===== src/rtl/logic_unit_pkg.sv =====
// Shared op and occupancy encodings for the pipelined logic unit.
package logic_unit_pkg;

   localparam logic [2:0] OP_AND   = 3'd0;
   localparam logic [2:0] OP_OR    = 3'd1;
   localparam logic [2:0] OP_NOTA  = 3'd2;
   localparam logic [2:0] OP_NAND  = 3'd3;
   localparam logic [2:0] OP_NOR   = 3'd4;
   localparam logic [2:0] OP_XOR   = 3'd5;
   localparam logic [2:0] OP_XNOR  = 3'd6;
   localparam logic [2:0] OP_PASSB = 3'd7;

   typedef enum logic [1:0] {
      ST_EMPTY = 2'd0,
      ST_ONE   = 2'd1,
      ST_TWO   = 2'd2
   } state_e;

endpackage


===== src/rtl/logic_unit_core.sv =====
// Combinational per-lane gate function with zero/all-ones flags.
module logic_unit_core
   import logic_unit_pkg::*;
#(
   parameter int WIDTH = 8
) (
   input  logic [WIDTH-1:0] a,
   input  logic [WIDTH-1:0] b,
   input  logic [2:0]       op,
   output logic [WIDTH-1:0] y,
   output logic             zero,
   output logic             ones
);

   always_comb begin
      y = '0;
      unique case (op)
         OP_AND:   y = a & b;
         OP_OR:    y = a | b;
         OP_NOTA:  y = ~a;
         OP_NAND:  y = ~(a & b);
         OP_NOR:   y = ~(a | b);
         OP_XOR:   y = a ^ b;
         OP_XNOR:  y = ~(a ^ b);
         OP_PASSB: y = b;
         default:  y = '0;
      endcase
   end

   assign zero = ~|y;
   assign ones = &y;

endmodule


===== src/rtl/logic_unit_pipe.sv =====
// Registered logic unit with valid/ready handshake, 2-entry output
// buffer (main + skid) and a running accepted-transaction count.
module logic_unit_pipe
   import logic_unit_pkg::*;
#(
   parameter int WIDTH   = 8,
   parameter int COUNT_W = 16
) (
   input  logic               clk,
   input  logic               rst_n,
   input  logic               in_valid,
   output logic               in_ready,
   input  logic [WIDTH-1:0]   in_a,
   input  logic [WIDTH-1:0]   in_b,
   input  logic [2:0]         in_op,
   output logic               out_valid,
   input  logic               out_ready,
   output logic [WIDTH-1:0]   out_y,
   output logic [2:0]         out_op,
   output logic               out_zero,
   output logic               out_ones,
   output logic [COUNT_W-1:0] txn_count
);

   logic [WIDTH-1:0] new_y;
   logic             new_zero;
   logic             new_ones;

   logic_unit_core #(.WIDTH(WIDTH)) u_core (
      .a    (in_a),
      .b    (in_b),
      .op   (in_op),
      .y    (new_y),
      .zero (new_zero),
      .ones (new_ones)
   );

   state_e state_q, state_d;
   logic   in_ready_q, in_ready_d;

   logic [WIDTH-1:0] main_y_q, main_y_d;
   logic [2:0]       main_op_q, main_op_d;
   logic             main_zero_q, main_zero_d;
   logic             main_ones_q, main_ones_d;

   logic [WIDTH-1:0] skid_y_q, skid_y_d;
   logic [2:0]       skid_op_q, skid_op_d;
   logic             skid_zero_q, skid_zero_d;
   logic             skid_ones_q, skid_ones_d;

   logic [COUNT_W-1:0] cnt_q, cnt_d;

   logic accept;
   logic pop;

   assign out_valid = (state_q != ST_EMPTY);
   assign accept    = in_valid & in_ready_q;
   assign pop       = out_valid & out_ready;

   always_comb begin
      state_d     = state_q;
      main_y_d    = main_y_q;
      main_op_d   = main_op_q;
      main_zero_d = main_zero_q;
      main_ones_d = main_ones_q;
      skid_y_d    = skid_y_q;
      skid_op_d   = skid_op_q;
      skid_zero_d = skid_zero_q;
      skid_ones_d = skid_ones_q;
      unique case (state_q)
         ST_EMPTY: begin
            if (accept) begin
               state_d     = ST_ONE;
               main_y_d    = new_y;
               main_op_d   = in_op;
               main_zero_d = new_zero;
               main_ones_d = new_ones;
            end
         end
         ST_ONE: begin
            if (accept && pop) begin
               main_y_d    = new_y;
               main_op_d   = in_op;
               main_zero_d = new_zero;
               main_ones_d = new_ones;
            end else if (accept) begin
               state_d     = ST_TWO;
               skid_y_d    = new_y;
               skid_op_d   = in_op;
               skid_zero_d = new_zero;
               skid_ones_d = new_ones;
            end else if (pop) begin
               state_d = ST_EMPTY;
            end
         end
         ST_TWO: begin
            if (pop) begin
               state_d     = ST_ONE;
               main_y_d    = skid_y_q;
               main_op_d   = skid_op_q;
               main_zero_d = skid_zero_q;
               main_ones_d = skid_ones_q;
            end
         end
         default: state_d = ST_EMPTY;
      endcase
      // Ready is registered from the next state so out_ready never
      // reaches in_ready combinationally.
      in_ready_d = (state_d != ST_TWO);
      cnt_d      = cnt_q + COUNT_W'(accept);
   end

   always_ff @(posedge clk or negedge rst_n) begin
      if (!rst_n) begin
         state_q     <= ST_EMPTY;
         in_ready_q  <= 1'b1;
         main_y_q    <= '0;
         main_op_q   <= '0;
         main_zero_q <= 1'b1;
         main_ones_q <= 1'b0;
         skid_y_q    <= '0;
         skid_op_q   <= '0;
         skid_zero_q <= 1'b1;
         skid_ones_q <= 1'b0;
         cnt_q       <= '0;
      end else begin
         state_q     <= state_d;
         in_ready_q  <= in_ready_d;
         main_y_q    <= main_y_d;
         main_op_q   <= main_op_d;
         main_zero_q <= main_zero_d;
         main_ones_q <= main_ones_d;
         skid_y_q    <= skid_y_d;
         skid_op_q   <= skid_op_d;
         skid_zero_q <= skid_zero_d;
         skid_ones_q <= skid_ones_d;
         cnt_q       <= cnt_d;
      end
   end

   assign in_ready  = in_ready_q;
   assign out_y     = main_y_q;
   assign out_op    = main_op_q;
   assign out_zero  = main_zero_q;
   assign out_ones  = main_ones_q;
   assign txn_count = cnt_q;

endmodule


===== config.mk =====
export PLATFORM = sky130hd
export DESIGN_NAME = logic_unit_pipe
export DESIGN_NICKNAME = d
export VERILOG_FILES = /design/src/rtl/logic_unit_pkg.sv /design/src/rtl/logic_unit_core.sv /design/src/rtl/logic_unit_pipe.sv
export SDC_FILE = /design/constraint.sdc
export NUM_CORES = 1
export LEC_CHECK = 0
export BUFFER_PORTS_ARGS = -buffer_cell sky130_fd_sc_hd__buf_2
export CAP_MARGIN = 20
export CORE_MARGIN = 5
export CORE_UTILIZATION = 30
export CTS_CLUSTER_SIZE = 25
export DETAILED_ROUTE_END_ITERATION = 10
export GPL_TIMING_DRIVEN = 0
export PLACE_DENSITY_LB_ADDON = 0.2
export SLEW_MARGIN = 5
export SYNTH_ARGS = -nofsm -noshare
export SYNTH_HDL_FRONTEND = slang
export SYNTH_SLANG_ARGS = --single-unit

===== constraint.sdc =====
create_clock -name clk -period 2.11 [get_ports clk]
set_input_delay 0.422 -clock clk [delete_from_list [all_inputs] [get_ports clk]]
set_output_delay 0.422 -clock clk [all_outputs]
set_load 0.01 [all_outputs]

==> tab_implementation.tex, run 1 <==
\begin{tabular}{lr}
\hline
Metric & Value \\
\hline
\multicolumn{2}{l}{\textbf{Status}} \\
\quad Run status & completed \\
\multicolumn{2}{l}{\textbf{Worst setup path}} \\
\quad Startpoint kind of the worst setup timing path & input port \\
\quad Critical-path top delay cell & sky130\_fd\_sc\_hd\_\_or4b\_1 \\
\quad Data arrival time of the critical path & 2250 ps \\
\quad Worst Path Max Fanout & 4 \\
\quad Worst setup EP type & flip-flop \\
\quad Data required time at the worst endpoint & 2340 ps \\
\quad CP peak stage delay & between 400 and 500 ps \\
\quad Category of the most critical setup path & input port to flip-flop \\
\quad Cells traversed along the worst timing path & buf\_2 > inv\_1 > ha\_1 > mux2\_2 > a21oi\_1 > o32ai\_2 > and2\_1 > or4b\_1 > o21ai\_1 \\
\multicolumn{2}{l}{\textbf{STA}} \\
\quad Final Cycle Share & 0.957 \\
\quad Clock period minus worst slack & approximately 2000 ps \\
\quad Fin Clk Skew & roughly 6.1 ps \\
\quad \# setup viols final & 0 \\
\quad Slew of the pin with the lowest slew margin & 543 ps \\
\quad Relative max-transition margin & 0.638 \\
\quad Hold Vio Cnt, Final & 0 \\
\quad Final worst setup slack & 90.6 ps \\
\quad Slew Viols, Final & 0 \\
\quad Max Clock Freq & $\sim$500 MHz \\
\multicolumn{2}{l}{\textbf{Routing}} \\
\quad Metal-1 WL & approximately 3.2 mm \\
\quad Total vias in the final route & 2324 \\
\quad Antenna-violating nets left & 0 \\
\quad Detailed-router iteration count before antenna repair & 4 \\
\quad Wirelength per Cell & between 10 and 15 um \\
\quad Met3 Routed Length & 307 um \\
\quad Uppermost signal routing layer after detailed routing & met4 \\
\quad Number of DRC violations after detailed routing & 0 \\
\quad Drt via density & 4.92 \\
\quad Iter 0 DRT Violations & approximately 110 \\
\quad Wire length on met2 & 2.99 mm \\
\quad Total Wirelength & between 6 and 7 mm \\
\multicolumn{2}{l}{\textbf{Min path}} \\
\quad Hold/Removal Path Class & input port to flip-flop \\
\multicolumn{2}{l}{\textbf{Cells and area}} \\
\quad Fillcell total & 958 \\
\quad Layout cells sized above 1 & 0.260 \\
\quad Area of the multi-input gates & $\sim$0.0015 mm2 \\
\quad Relative area change from synthesis to final layout & 20.3\% \\
\quad Layout Nets & 401 \\
\quad Sequential cell area & 0.00113 mm2 \\
\quad Antenna diode count & 0 \\
\multicolumn{2}{l}{\textbf{Floorplan}} \\
\quad Die span in x & between 100 and 150 um \\
\quad Top Ports & 54 \\
\quad Die height & 106 um \\
\quad Placeable Area & roughly 0.009 mm2 \\
\quad Starting utilization of the core area & 0.304 \\
\quad Number of rows created at floorplan & 35 \\
\quad Die Area & approximately 0.011 mm2 \\
\multicolumn{2}{l}{\textbf{Yosys}} \\
\quad Count of different cell masters after synthesis & 46 \\
\quad Fraction of registers with async set/reset & 1.00 \\
\quad Most used flip-flop cell after synthesis & sky130\_fd\_sc\_hd\_\_dfrtp\_1 \\
\quad Share of synthesized area occupied by flip-flops and latches & 0.406 \\
\quad EDFF count, synth & 0 \\
\quad Post-synth top area cell & sky130\_fd\_sc\_hd\_\_dfrtp\_1 \\
\quad Number of synthesized register bits & 45 \\
\quad Cell types occupying the most area after synthesis & sky130\_fd\_sc\_hd\_\_dfrtp\_1, sky130\_fd\_sc\_hd\_\_ha\_1, sky130\_fd\_sc\_hd\_\_nand2\_1 \\
\quad Warnings, synthesis & 0 \\
\quad Synth top area share & 0.378 \\
\quad Number of instances in the synthesized netlist & between 200 and 300 \\
\quad Post-synthesis cell area & 0.00278 mm2 \\
\quad Net count after synthesis & 339 \\
\quad Mean instance size in the synthesized netlist & 9.34 um2 \\
\multicolumn{2}{l}{\textbf{Run}} \\
\quad \# Max-Cap Violations & 0 \\
\multicolumn{2}{l}{\textbf{Clock tree}} \\
\quad TritonCTS clock tree & done \\
\quad Clock net sink count & 45 \\
\quad Post CTS Setup Buffer Count & 0 \\
\quad CTS buffer count & 5 \\
\quad Clock Latency Late Sink & 300 ps \\
\quad Clock-pin slew on the worst setup and hold paths & roughly 80 ps \\
\quad Clock Tree Buf Depth & 2 \\
\quad Root Buffer & sky130\_fd\_sc\_hd\_\_clkbuf\_8 \\
\quad Number of H-tree levels & 2 \\
\multicolumn{2}{l}{\textbf{Place}} \\
\quad Count of input and output buffers & 53 \\
\quad RePlAce Congestion & roughly 0.79 \\
\quad Post-placement setup slack & -203 ps \\
\quad HPWL after detailed placement & roughly 5.0 mm \\
\multicolumn{2}{l}{\textbf{Pwr}} \\
\quad Worst voltage drop across the vdd grid & between 0.3 and 0.4 mV \\
\quad Total power after layout & 3.06 mW \\
\quad Leakage power total & $\sim$1.6 nW \\
\quad Power density relative to cell area & 915 mW/mm2 \\
\multicolumn{2}{l}{\textbf{Global routing}} \\
\quad Initial antenna violation count & 0 \\
\quad Total overflow reported by the global router & 0 \\
\quad Global routing usage summed across all routing layers & 0.120 \\
\quad Number of global-route vias before repair & between 2000 and 2500 \\
\quad Maximum number of pins on one net before global-route repair & 46 \\
\quad Wire length of the first global-routing pass & 11.1 mm \\
\hline
\end{tabular}
[routing by layer]
layer,global-route usage,up-vias
met5,0,-
met4,0.0278,0
met3,0.0231,6
met2,0.195,55
met1,0.163,1101
li1,-,1162
[synth_stat cells, types with 3 or more instances]
cell type / n
sky130_fd_sc_hd__dfrtp_1: 42
sky130_fd_sc_hd__nand2_1: 40
sky130_fd_sc_hd__nor2_1: 28
sky130_fd_sc_hd__inv_1: 19
sky130_fd_sc_hd__ha_1: 18
sky130_fd_sc_hd__a21oi_1: 14
sky130_fd_sc_hd__a31oi_1: 11
sky130_fd_sc_hd__mux2_2: 9
sky130_fd_sc_hd__o21ai_0: 9
sky130_fd_sc_hd__xnor2_1: 8
sky130_fd_sc_hd__a211oi_1: 7
sky130_fd_sc_hd__nand3_1: 7
sky130_fd_sc_hd__buf_6: 6
sky130_fd_sc_hd__clkbuf_1: 6
sky130_fd_sc_hd__mux2i_1: 6
sky130_fd_sc_hd__xor2_1: 6
sky130_fd_sc_hd__nor2b_1: 5
sky130_fd_sc_hd__nand2b_1: 4
sky130_fd_sc_hd__nand4_1: 4
sky130_fd_sc_hd__o22ai_1: 4
sky130_fd_sc_hd__o32a_1: 4
sky130_fd_sc_hd__and3_1: 3
sky130_fd_sc_hd__dfstp_2: 3
sky130_fd_sc_hd__o22a_1: 3
sky130_fd_sc_hd__o31ai_1: 3
[registers in the layout, indices dropped and copies added, names as in the netlist]
register,count
out_y,8
in_ready,1
state_q,2
out_zero,1
out_ones,1
skid_zero_q,1
skid_op_q,3
skid_y_q,8
txn_count,16
out_op,3
skid_ones_q,1
[kinds of logic after synthesis]
kind of cell	synth area share
adder cells (fa/ha/maj)	0.0809
XOR/XNOR	0.0441
buffers and inverters	0.0697
AND/OR/NAND/NOR	0.178
multiplexers	0.0580
AO/OA/AOI/OAI	0.164
flip-flops	0.406
[worst paths after layout]
check	depth (start not counted)	to	slack, ps	from
hold reg to reg	2	skid_zero_q$_DFFE_PN1P_	460	skid_zero_q$_DFFE_PN1P_
min in group asynchronous	2	txn_count[2]$_DFF_PN0_	510	rst_n
setup / recovery	9	out_zero$_DFFE_PN1P_	90	in_a[2]
max in group asynchronous	3	skid_zero_q$_DFFE_PN1P_	1080	rst_n
setup reg to reg	9	txn_count[15]$_DFF_PN0_	150	in_ready$_DFF_PN1_
hold / removal	2	in_ready$_DFF_PN1_	390	out_ready
[cells in the final DEF (no fill, tap or decap), types with 7 or more instances in the layout]
master / count
sky130_fd_sc_hd__buf_2: 55
sky130_fd_sc_hd__dfrtp_1: 42
sky130_fd_sc_hd__nand2_1: 40
sky130_fd_sc_hd__nor2_1: 26
sky130_fd_sc_hd__inv_1: 19
sky130_fd_sc_hd__ha_1: 18
sky130_fd_sc_hd__a21oi_1: 14
sky130_fd_sc_hd__a31oi_1: 11
sky130_fd_sc_hd__o21ai_0: 9
sky130_fd_sc_hd__mux2_2: 9
sky130_fd_sc_hd__xnor2_1: 8
sky130_fd_sc_hd__a211oi_1: 7
[layout make-up]
type                       count  share of cell area
buffer                        15              0.0344
tap                          111              0.0415
clock inverter                 2              0.0112
timing repair buffer          55              0.0882
multi-input combinational    217               0.439
clock buffer                   6              0.0247
sequential                    45               0.338
inverter                      21              0.0236
[report_power, final]
group	internal (mW)	total, mW	switching, mW
Combinational	0.459	1.03	0.572
Sequential	1.17	1.36	0.196
Clock	0.385	0.670	0.285
Total	2.01	3.06	1.05
[worst max-delay path: cells and delay by family]
family	cells	cell delay, ps
buffers and inverters	2	130
AND/OR/NAND/NOR	2	650
multiplexers	1	220
AO/OA/AOI/OAI	3	620
adder cells (fa/ha/maj)	1	190
[metrics by stage]
| step | std cells | cell area, um2 | setup TNS (ps) | utilization | hold slack, ps |
|---|---|---|---|---|---|
| global route | 472 | 3350 | -1.28 | 0.366 | 405 |
| finish | 472 | 3350 | 0 | 0.366 | 387 |
| CTS | 470 | 3310 | 0 | 0.361 | 329 |
| floorplan | 298 | 2780 | 0 | - | 126 |
| global placement | 462 | 3190 | -619 | 0.348 | 452 |
| detailed placement | 462 | 3190 | -706 | 0.348 | 452 |
[timing repair]
action | CTS | global route
hold endpoints to repair | 0 | 7
resized for setup | 0 | 3
hold buffers | 0 | 1
setup endpoints to repair | 0 | 3
Note: power is estimated with default switching activity, not from simulation.
==> run 2: changes to the inputs <==
==> constraint.sdc (replaced) <==
create_clock -name clk -period 1.9 [get_ports clk]
set_input_delay 0.38 -clock clk [delete_from_list [all_inputs] [get_ports clk]]
set_output_delay 0.38 -clock clk [all_outputs]
set_load 0.02 [all_outputs]
==> run 2 against run 1 <==
The run now ends with negative setup slack left. Wire length increased by 1.7%. Critical endpoint is now skid_zero_q$_DFFE_PN1P_. Via count about the same. Critical path depth decreased by 1. Combinational power increased by 35%.
==> tab_implementation.tex, run 2 (synthesis results as in run 1) <==
\begin{tabular}{lr}
\hline
Metric & Value \\
\hline
\multicolumn{2}{l}{\textbf{STA}} \\
\quad Final Cycle Share & 1.00 \\
\quad Clock period minus worst slack & approximately 1900 ps \\
\quad Relative max-transition margin & 0.618 \\
\quad Final worst setup slack & -5.54 ps \\
\quad Final-layout worst hold slack & between 300 and 400 ps \\
\quad Slew of the pin with the lowest slew margin & 572 ps \\
\quad \# setup viols final & 1 \\
\quad Hold Vio Cnt, Final & 0 \\
\quad Slew Viols, Final & 0 \\
\quad Setup repair after global routing missed its margin & true \\
\quad Max Clock Freq & between 500 and 600 MHz \\
\quad Fin Clk Skew & approximately 8.7 ps \\
\multicolumn{2}{l}{\textbf{Worst setup path}} \\
\quad Reg-to-reg slack, setup & about 60 ps \\
\quad Worst setup EP type & flip-flop \\
\quad Data arrival time of the critical path & roughly 2100 ps \\
\quad Reg2Reg Depth & 9 \\
\quad Launching instance or port of the critical path & in\_op[1] \\
\quad R2R Path Start & in\_ready\$\_DFF\_PN1\_ \\
\quad Critical R2R Capture & txn\_count[15]\$\_DFF\_PN0\_ \\
\quad Worst Path Max Fanout & 10 \\
\quad Category of the most critical setup path & input port to flip-flop \\
\quad Startpoint kind of the worst setup timing path & input port \\
\quad Data required time at the worst endpoint & 2130 ps \\
\multicolumn{2}{l}{\textbf{Floorplan}} \\
\quad Die height & roughly 110 um \\
\quad Die span in x & 106 um \\
\quad Top Ports & 54 \\
\quad Starting utilization of the core area & 0.304 \\
\quad Die Area & 0.0113 mm2 \\
\quad Placeable Area & approximately 0.0092 mm2 \\
\quad Number of rows created at floorplan & 35 \\
\multicolumn{2}{l}{\textbf{Pwr}} \\
\quad Worst voltage drop across the vdd grid & 0.337 mV \\
\quad Leakage power total & between 1.5 and 2 nW \\
\quad Total power after layout & about 3.5 mW \\
\quad Power density relative to cell area & slightly above 1000 mW/mm2 \\
\multicolumn{2}{l}{\textbf{Clock tree}} \\
\quad Clock-pin slew on the worst setup and hold paths & $\sim$80 ps \\
\quad Number of H-tree levels & 2 \\
\quad Clock net sink count & 45 \\
\quad Root Buffer & sky130\_fd\_sc\_hd\_\_clkbuf\_8 \\
\quad Clock Tree Buf Depth & 2 \\
\quad TritonCTS clock tree & done \\
\quad CTS buffer count & 5 \\
\quad Clock Latency Late Sink & 290 ps \\
\multicolumn{2}{l}{\textbf{Run}} \\
\quad \# Max-Cap Violations & 0 \\
\multicolumn{2}{l}{\textbf{Cells and area}} \\
\quad Number of flip-flops in the largest register & 16 \\
\quad Relative area change from synthesis to final layout & 26.3\% \\
\quad Most common cell after layout, fill and taps aside & sky130\_fd\_sc\_hd\_\_buf\_2 \\
\quad Post-layout instance count excluding filler cells & 478 \\
\quad Layout cells sized above 1 & 0.343 \\
\quad Antenna diode count & 0 \\
\quad Most frequent cells in the layout & sky130\_fd\_sc\_hd\_\_buf\_2, sky130\_fd\_sc\_hd\_\_dfrtp\_1, sky130\_fd\_sc\_hd\_\_nand2\_1 \\
\quad Layout Nets & $\sim$400 \\
\multicolumn{2}{l}{\textbf{Place}} \\
\quad Cell Count Post-Placement & between 400 and 500 \\
\quad Count of input and output buffers & 53 \\
\quad HPWL after detailed placement & between 5 and 6 mm \\
\quad RePlAce Congestion & 0.815 \\
\multicolumn{2}{l}{\textbf{Routing}} \\
\quad Antenna-violating nets left & 0 \\
\quad Detailed-router iteration count before antenna repair & 4 \\
\quad Total vias in the final route & 2326 \\
\quad Drt via density & 4.87 \\
\quad Total Wirelength & approximately 6.7 mm \\
\quad Iter 0 DRT Violations & 63 \\
\quad Wirelength per Cell & between 10 and 15 um \\
\quad Number of DRC violations after detailed routing & 0 \\
\multicolumn{2}{l}{\textbf{Min path}} \\
\quad Hold/Removal Path Class & input port to flip-flop \\
\quad Count of cells along the worst hold path & 2 \\
\quad Worst hold path endpoint & in\_ready\$\_DFF\_PN1\_ \\
\quad Launch point of the worst hold path & out\_ready \\
\multicolumn{2}{l}{\textbf{Global routing}} \\
\quad Maximum number of pins on one net before global-route repair & 46 \\
\quad Global routing usage summed across all routing layers & 0.122 \\
\quad Total overflow reported by the global router & 0 \\
\quad Initial antenna violation count & 0 \\
\quad Wire length of the first global-routing pass & 11.3 mm \\
\quad Number of global-route vias before repair & around 2300 \\
\multicolumn{2}{l}{\textbf{Status}} \\
\quad Failing checks & negative setup slack \\
\quad Run status & complete, but fails checks \\
\hline
\end{tabular}
run 2: how the worst max path moves through the flow:
| stage | to | slack (ps) |
|---|---|---|
| 2_1_floorplan | txn_count[15]$_DFF_PN0_ | 3 |
| 3_3_place_gp | out_zero$_DFFE_PN1P_ | -330 |
| 3_5_place_dp | out_zero$_DFFE_PN1P_ | -340 |
| 4_1_cts | txn_count[15]$_DFF_PN0_ | -30 |
| 5_1_grt | skid_zero_q$_DFFE_PN1P_ | -60 |
| 6_report | skid_zero_q$_DFFE_PN1P_ | -6 |
run 2: repair_timing:
action	in CTS	in global routing
resized for setup	3	26
endpoints found under the hold margin	0	8
setup buffers	1	5
setup endpoints to repair	7	26
pin swaps	3	16
hold buffers	0	1
run 2: where the power goes:
part	switching (mW)	total (mW)	internal (mW)
combinational	0.820	1.39	0.567
clock	0.323	0.618	0.295
sequential	0.240	1.53	1.29
run 2: through the flow:
stage | TNS, ps | utilization | cell area [um2] | worst slack (ps)
floorplan | 0 | - | 2820 | 3.22
global placement | -1430 | 0.353 | 3230 | -326
detailed placement | -1520 | 0.353 | 3230 | -337
CTS | -60.1 | 0.366 | 3350 | -25.9
global route | -161 | 0.384 | 3510 | -58.4
finish | -5.54 | 0.384 | 3510 | -5.54
run 2: metal layers:
| metal | track usage | up-vias | wire length (um) |
|---|---|---|---|
| met3 | 0.0249 | 2 | 313 |
| met4 | 0.0250 | 0 | 24 |
| met2 | 0.204 | 62 | 3090 |
| li1 | - | 1180 | - |
| met1 | 0.164 | 1082 | 3250 |
| met5 | 0 | - | 0 |
run 2: layout make-up:
type	instances	area, um2
Buffer	15	123
Inverter	21	78.8
Fill cell	942	5640
Clock inverter	2	13.8
Timing Repair Buffer	61	340
Multi-Input combinational cell	217	1610
Clock buffer	6	82.6
Sequential cell	45	1130
Tap cell	111	139
run 2: critical path, stage by stage:
cell and delay (ps):
sky130_fd_sc_hd__buf_2 110, sky130_fd_sc_hd__buf_6 130, sky130_fd_sc_hd__or3_1 290, sky130_fd_sc_hd__buf_2 190
sky130_fd_sc_hd__o32ai_2 230, sky130_fd_sc_hd__and2_1 190, sky130_fd_sc_hd__or4b_1 450, sky130_fd_sc_hd__o21ai_2 140
==> run 3: changes to the inputs <==
--- a/config.mk
+++ b/config.mk
@@ -16,4 +16,5 @@
 export SLEW_MARGIN = 5
 export SYNTH_ARGS = -nofsm -noshare
 export SYNTH_HDL_FRONTEND = slang
+export SYNTH_HIERARCHICAL = 1
 export SYNTH_SLANG_ARGS = --single-unit
==> run 3 against run 2 <==
The run still ends with negative setup slack left. Synthesized cell count up 0.34%. Die area up 11%. First-iteration DRC count up 67%. Sequential power about the same. Non-clock buffer count up 9. Wire length up 24%. Power up 8.6%. Final cell count up 7.7%. Hold slack worse by 35 ps. Global-route usage up 0.84 points. Sequential cell count unchanged. Register-to-register slack better by 40 ps. Largest power group is now combinational logic.
==> tab_implementation.tex, run 3 <==
\begin{tabular}{lr}
\hline
Metric & Value \\
\hline
\multicolumn{2}{l}{\textbf{Status}} \\
\quad Run status & complete, but fails checks \\
\quad Failing checks & negative setup slack \\
\multicolumn{2}{l}{\textbf{Pwr}} \\
\quad Relative contribution of combinational cells to total power & 0.440 \\
\quad Fraction of power consumed by the clock network & 0.163 \\
\quad Internal portion of total power & between 2 and 2.5 mW \\
\quad Total power after layout & approximately 3.8 mW \\
\quad Power density relative to cell area & 885 mW/mm2 \\
\quad Leakage power total & 1.95 nW \\
\quad Fraction of power spent switching nets & 0.369 \\
\quad Worst voltage drop across the vdd grid & roughly 0.65 mV \\
\quad Share of power burned in registers & 0.397 \\
\quad Psw & $\sim$1.4 mW \\
\multicolumn{2}{l}{\textbf{STA}} \\
\quad Clock period minus worst slack & just under 2000 ps \\
\quad Final Cycle Share & 1.03 \\
\quad Max Clock Freq & 512 MHz \\
\quad Final worst setup slack & -54.6 ps \\
\quad \# setup viols final & 2 \\
\quad Relative max-transition margin & 0.689 \\
\quad Final-layout worst hold slack & approximately 330 ps \\
\quad Slew Viols, Final & 0 \\
\quad Slew of the pin with the lowest slew margin & approximately 460 ps \\
\quad Setup repair after global routing missed its margin & true \\
\quad Fin Clk Skew & around 14 ps \\
\quad Hold Vio Cnt, Final & 0 \\
\multicolumn{2}{l}{\textbf{Routing}} \\
\quad Total vias in the final route & between 2000 and 3000 \\
\quad Total Wirelength & about 8.3 mm \\
\quad Antenna-violating nets left & 0 \\
\quad Number of DRC violations after detailed routing & 0 \\
\quad Drt via density & 4.92 \\
\quad Detailed-router iteration count before antenna repair & 4 \\
\quad Iter 0 DRT Violations & approximately 110 \\
\quad Wirelength per Cell & 16.1 um \\
\multicolumn{2}{l}{\textbf{Yosys}} \\
\quad Net count after synthesis & between 300 and 400 \\
\quad Synth top area share & 0.336 \\
\quad Post-synth top area cell & sky130\_fd\_sc\_hd\_\_dfrtp\_1 \\
\quad Warnings, synthesis & 6 \\
\quad Share of synthesized area occupied by flip-flops and latches & 0.361 \\
\quad Top cells by instance count after synthesis & sky130\_fd\_sc\_hd\_\_dfrtp\_1, sky130\_fd\_sc\_hd\_\_mux2\_2, sky130\_fd\_sc\_hd\_\_inv\_1 \\
\quad Mean instance size in the synthesized netlist & 10.5 um2 \\
\quad Post-synthesis cell area & between 0.003 and 0.004 mm2 \\
\quad Count of different cell masters after synthesis & between 50 and 60 \\
\quad Most numerous cell in the Yosys netlist & sky130\_fd\_sc\_hd\_\_dfrtp\_1 \\
\quad EDFF count, synth & 0 \\
\quad Most used flip-flop cell after synthesis & sky130\_fd\_sc\_hd\_\_dfrtp\_1 \\
\quad Cell types occupying the most area after synthesis & sky130\_fd\_sc\_hd\_\_dfrtp\_1, sky130\_fd\_sc\_hd\_\_mux2\_2, sky130\_fd\_sc\_hd\_\_ha\_1 \\
\quad Number of synthesized register bits & 45 \\
\quad Fraction of registers with async set/reset & 1.00 \\
\quad Number of instances in the synthesized netlist & about 300 \\
\multicolumn{2}{l}{\textbf{Clock tree}} \\
\quad Clock Tree Buf Depth & 2 \\
\quad Root Buffer & sky130\_fd\_sc\_hd\_\_clkbuf\_8 \\
\quad Clock-pin slew on the worst setup and hold paths & approximately 90 ps \\
\quad CTS buffer count & 5 \\
\quad Clock Latency Late Sink & roughly 300 ps \\
\quad TritonCTS clock tree & done \\
\quad Clock net sink count & between 40 and 50 \\
\quad Number of H-tree levels & 2 \\
\multicolumn{2}{l}{\textbf{Global routing}} \\
\quad Total overflow reported by the global router & 0 \\
\quad Number of global-route vias before repair & 2736 \\
\quad Global routing usage summed across all routing layers & 0.131 \\
\quad Wire length of the first global-routing pass & 13.7 mm \\
\quad Maximum number of pins on one net before global-route repair & 46 \\
\quad Initial antenna violation count & 0 \\
\multicolumn{2}{l}{\textbf{Worst setup path}} \\
\quad Data required time at the worst endpoint & $\sim$2100 ps \\
\quad Category of the most critical setup path & input port to flip-flop \\
\quad Startpoint kind of the worst setup timing path & input port \\
\quad Worst Path Max Fanout & 6 \\
\quad Worst setup EP type & flip-flop \\
\quad Data arrival time of the critical path & between 2000 and 2500 ps \\
\multicolumn{2}{l}{\textbf{Floorplan}} \\
\quad Placeable Area & a little over 0.01 mm2 \\
\quad Number of rows created at floorplan & 37 \\
\quad Starting utilization of the core area & 0.306 \\
\quad Die Area & $\sim$0.013 mm2 \\
\quad Die span in x & approximately 110 um \\
\quad Die height & roughly 110 um \\
\quad Top Ports & 54 \\
\multicolumn{2}{l}{\textbf{Place}} \\
\quad RePlAce Congestion & 0.793 \\
\quad HPWL after detailed placement & about 5.7 mm \\
\quad Count of input and output buffers & between 50 and 60 \\
\multicolumn{2}{l}{\textbf{Run}} \\
\quad \# Max-Cap Violations & 0 \\
\multicolumn{2}{l}{\textbf{Cells and area}} \\
\quad Most common cell after layout, fill and taps aside & sky130\_fd\_sc\_hd\_\_buf\_2 \\
\quad Layout cells sized above 1 & 0.496 \\
\quad Most frequent cells in the layout & sky130\_fd\_sc\_hd\_\_buf\_2, sky130\_fd\_sc\_hd\_\_dfrtp\_1, sky130\_fd\_sc\_hd\_\_mux2\_2 \\
\quad Number of flip-flops in the largest register & 16 \\
\quad Area of the multi-input gates & around 0.0022 mm2 \\
\quad Antenna diode count & 0 \\
\quad Sequential cell area & 0.00113 mm2 \\
\quad Layout Nets & $\sim$420 \\
\quad Relative area change from synthesis to final layout & 38.9\% \\
\quad Fillcell total & approximately 1000 \\
\multicolumn{2}{l}{\textbf{Min path}} \\
\quad Hold/Removal Path Class & input port to flip-flop \\
\hline
\end{tabular}
-- run 3: cell count changes after synthesis, moves of 6 or more --
cell | before | now
sky130_fd_sc_hd__a31oi_1 | 11 | 0
sky130_fd_sc_hd__mux2_2 | 9 | 24
sky130_fd_sc_hd__clkbuf_1 | 6 | 0
sky130_fd_sc_hd__nand2_1 | 40 | 10
sky130_fd_sc_hd__nor4_1 | 0 | 6
sky130_fd_sc_hd__nor2_1 | 28 | 13
sky130_fd_sc_hd__mux2_4 | 0 | 10
sky130_fd_sc_hd__mux2_1 | 0 | 8
-- run 3: area by class of cell --
cell class	count	area share
clock buffer	6	0.0190
multi-input combinational	220	0.495
tap	136	0.0392
inverter	21	0.0248
timing repair buffer	73	0.126
sequential	45	0.260
buffer	12	0.0331
clock inverter	2	0.00317
-- run 3: power groups by stage --
| stage | Clock, mW | Combinational [mW] | Sequential [mW] |
|---|---|---|---|
| 2_1_floorplan | 0 | 0.851 | 1.72 |
| 3_3_place_gp | 0 | 1.51 | 1.52 |
| 3_5_place_dp | 0 | 1.52 | 1.53 |
| 4_1_cts | 0.661 | 1.66 | 1.52 |
| 5_1_grt | 0.692 | 1.84 | 1.58 |
| 6_report | 0.628 | 1.69 | 1.53 |
-- run 3: worst max-delay path, cell delays in order --
cell and delay (ps):
sky130_fd_sc_hd__buf_12 120, sky130_fd_sc_hd__buf_8 130, sky130_fd_sc_hd__bufbuf_16 260, sky130_fd_sc_hd__or3b_1 330, sky130_fd_sc_hd__o21ai_1 80, sky130_fd_sc_hd__o22ai_1 110, sky130_fd_sc_hd__o211ai_1 150, sky130_fd_sc_hd__nor3_2 90
sky130_fd_sc_hd__mux2_4 270, sky130_fd_sc_hd__mux2_4 250
-- run 3: logic make-up after synthesis --
logic type / after synthesis / synth area share
compound gates: 54 / 0.129
xor+xnor: 14 / 0.0392
fa+ha+maj: 18 / 0.0720
buf+inv: 34 / 0.0576
flops: 45 / 0.361
mux: 50 / 0.189
simple gates: 84 / 0.152
-- run 3: what timing repair did --
item	CTS	global route
setup endpoints to repair	14	12
pin swaps	18	8
endpoints found under the hold margin	0	8
gates resized for setup	67	19
setup buffers	11	4
hold buffers	0	1
gates cloned	2	1
-- run 3: per-layer routing --
metal | vias up | wire length, um | global-route usage
li1 | 1239 | - | -
met1 | 1239 | 3930 | 0.174
met2 | 47 | 4030 | 0.220
met3 | 8 | 226 | 0.0210
met4 | 0 | 92 | 0.0353
met5 | - | 0 | 0
-- run 3: path summary, 6_finish.rpt --
| path | startpoint | to | slack, ps | cells past startpoint |
|---|---|---|---|---|
| hold reg to reg | txn_count[15]$_DFF_PN0_ | txn_count[15]$_DFF_PN0_ | 470 | 1 |
| hold / removal | out_ready | state_q[1]$_DFF_PN0_ | 330 | 2 |
| min in group asynchronous | rst_n | state_q[1]$_DFF_PN0_ | 470 | 2 |
| setup / recovery | in_op[0] | out_zero$_DFFE_PN1P_ | -50 | 10 |
| max in group asynchronous | rst_n | out_zero$_DFFE_PN1P_ | 900 | 3 |
| setup reg to reg | state_q[1]$_DFF_PN0_ | out_y[6]$_DFFE_PN0P_ | 100 | 4 |
-- run 3: through the flow --
stage,std cells,TNS [ps],util,worst slack [ps],cell area [um2]
6_report,515,-105,0.425,-54.6,4350
4_1_cts,508,-84.4,0.407,-50.6,4160
3_3_place_gp,488,-6440,0.357,-716,3660
2_1_floorplan,299,-269,-,-191,3220
3_5_place_dp,488,-6710,0.357,-748,3660
5_1_grt,515,-196,0.425,-87.4,4350
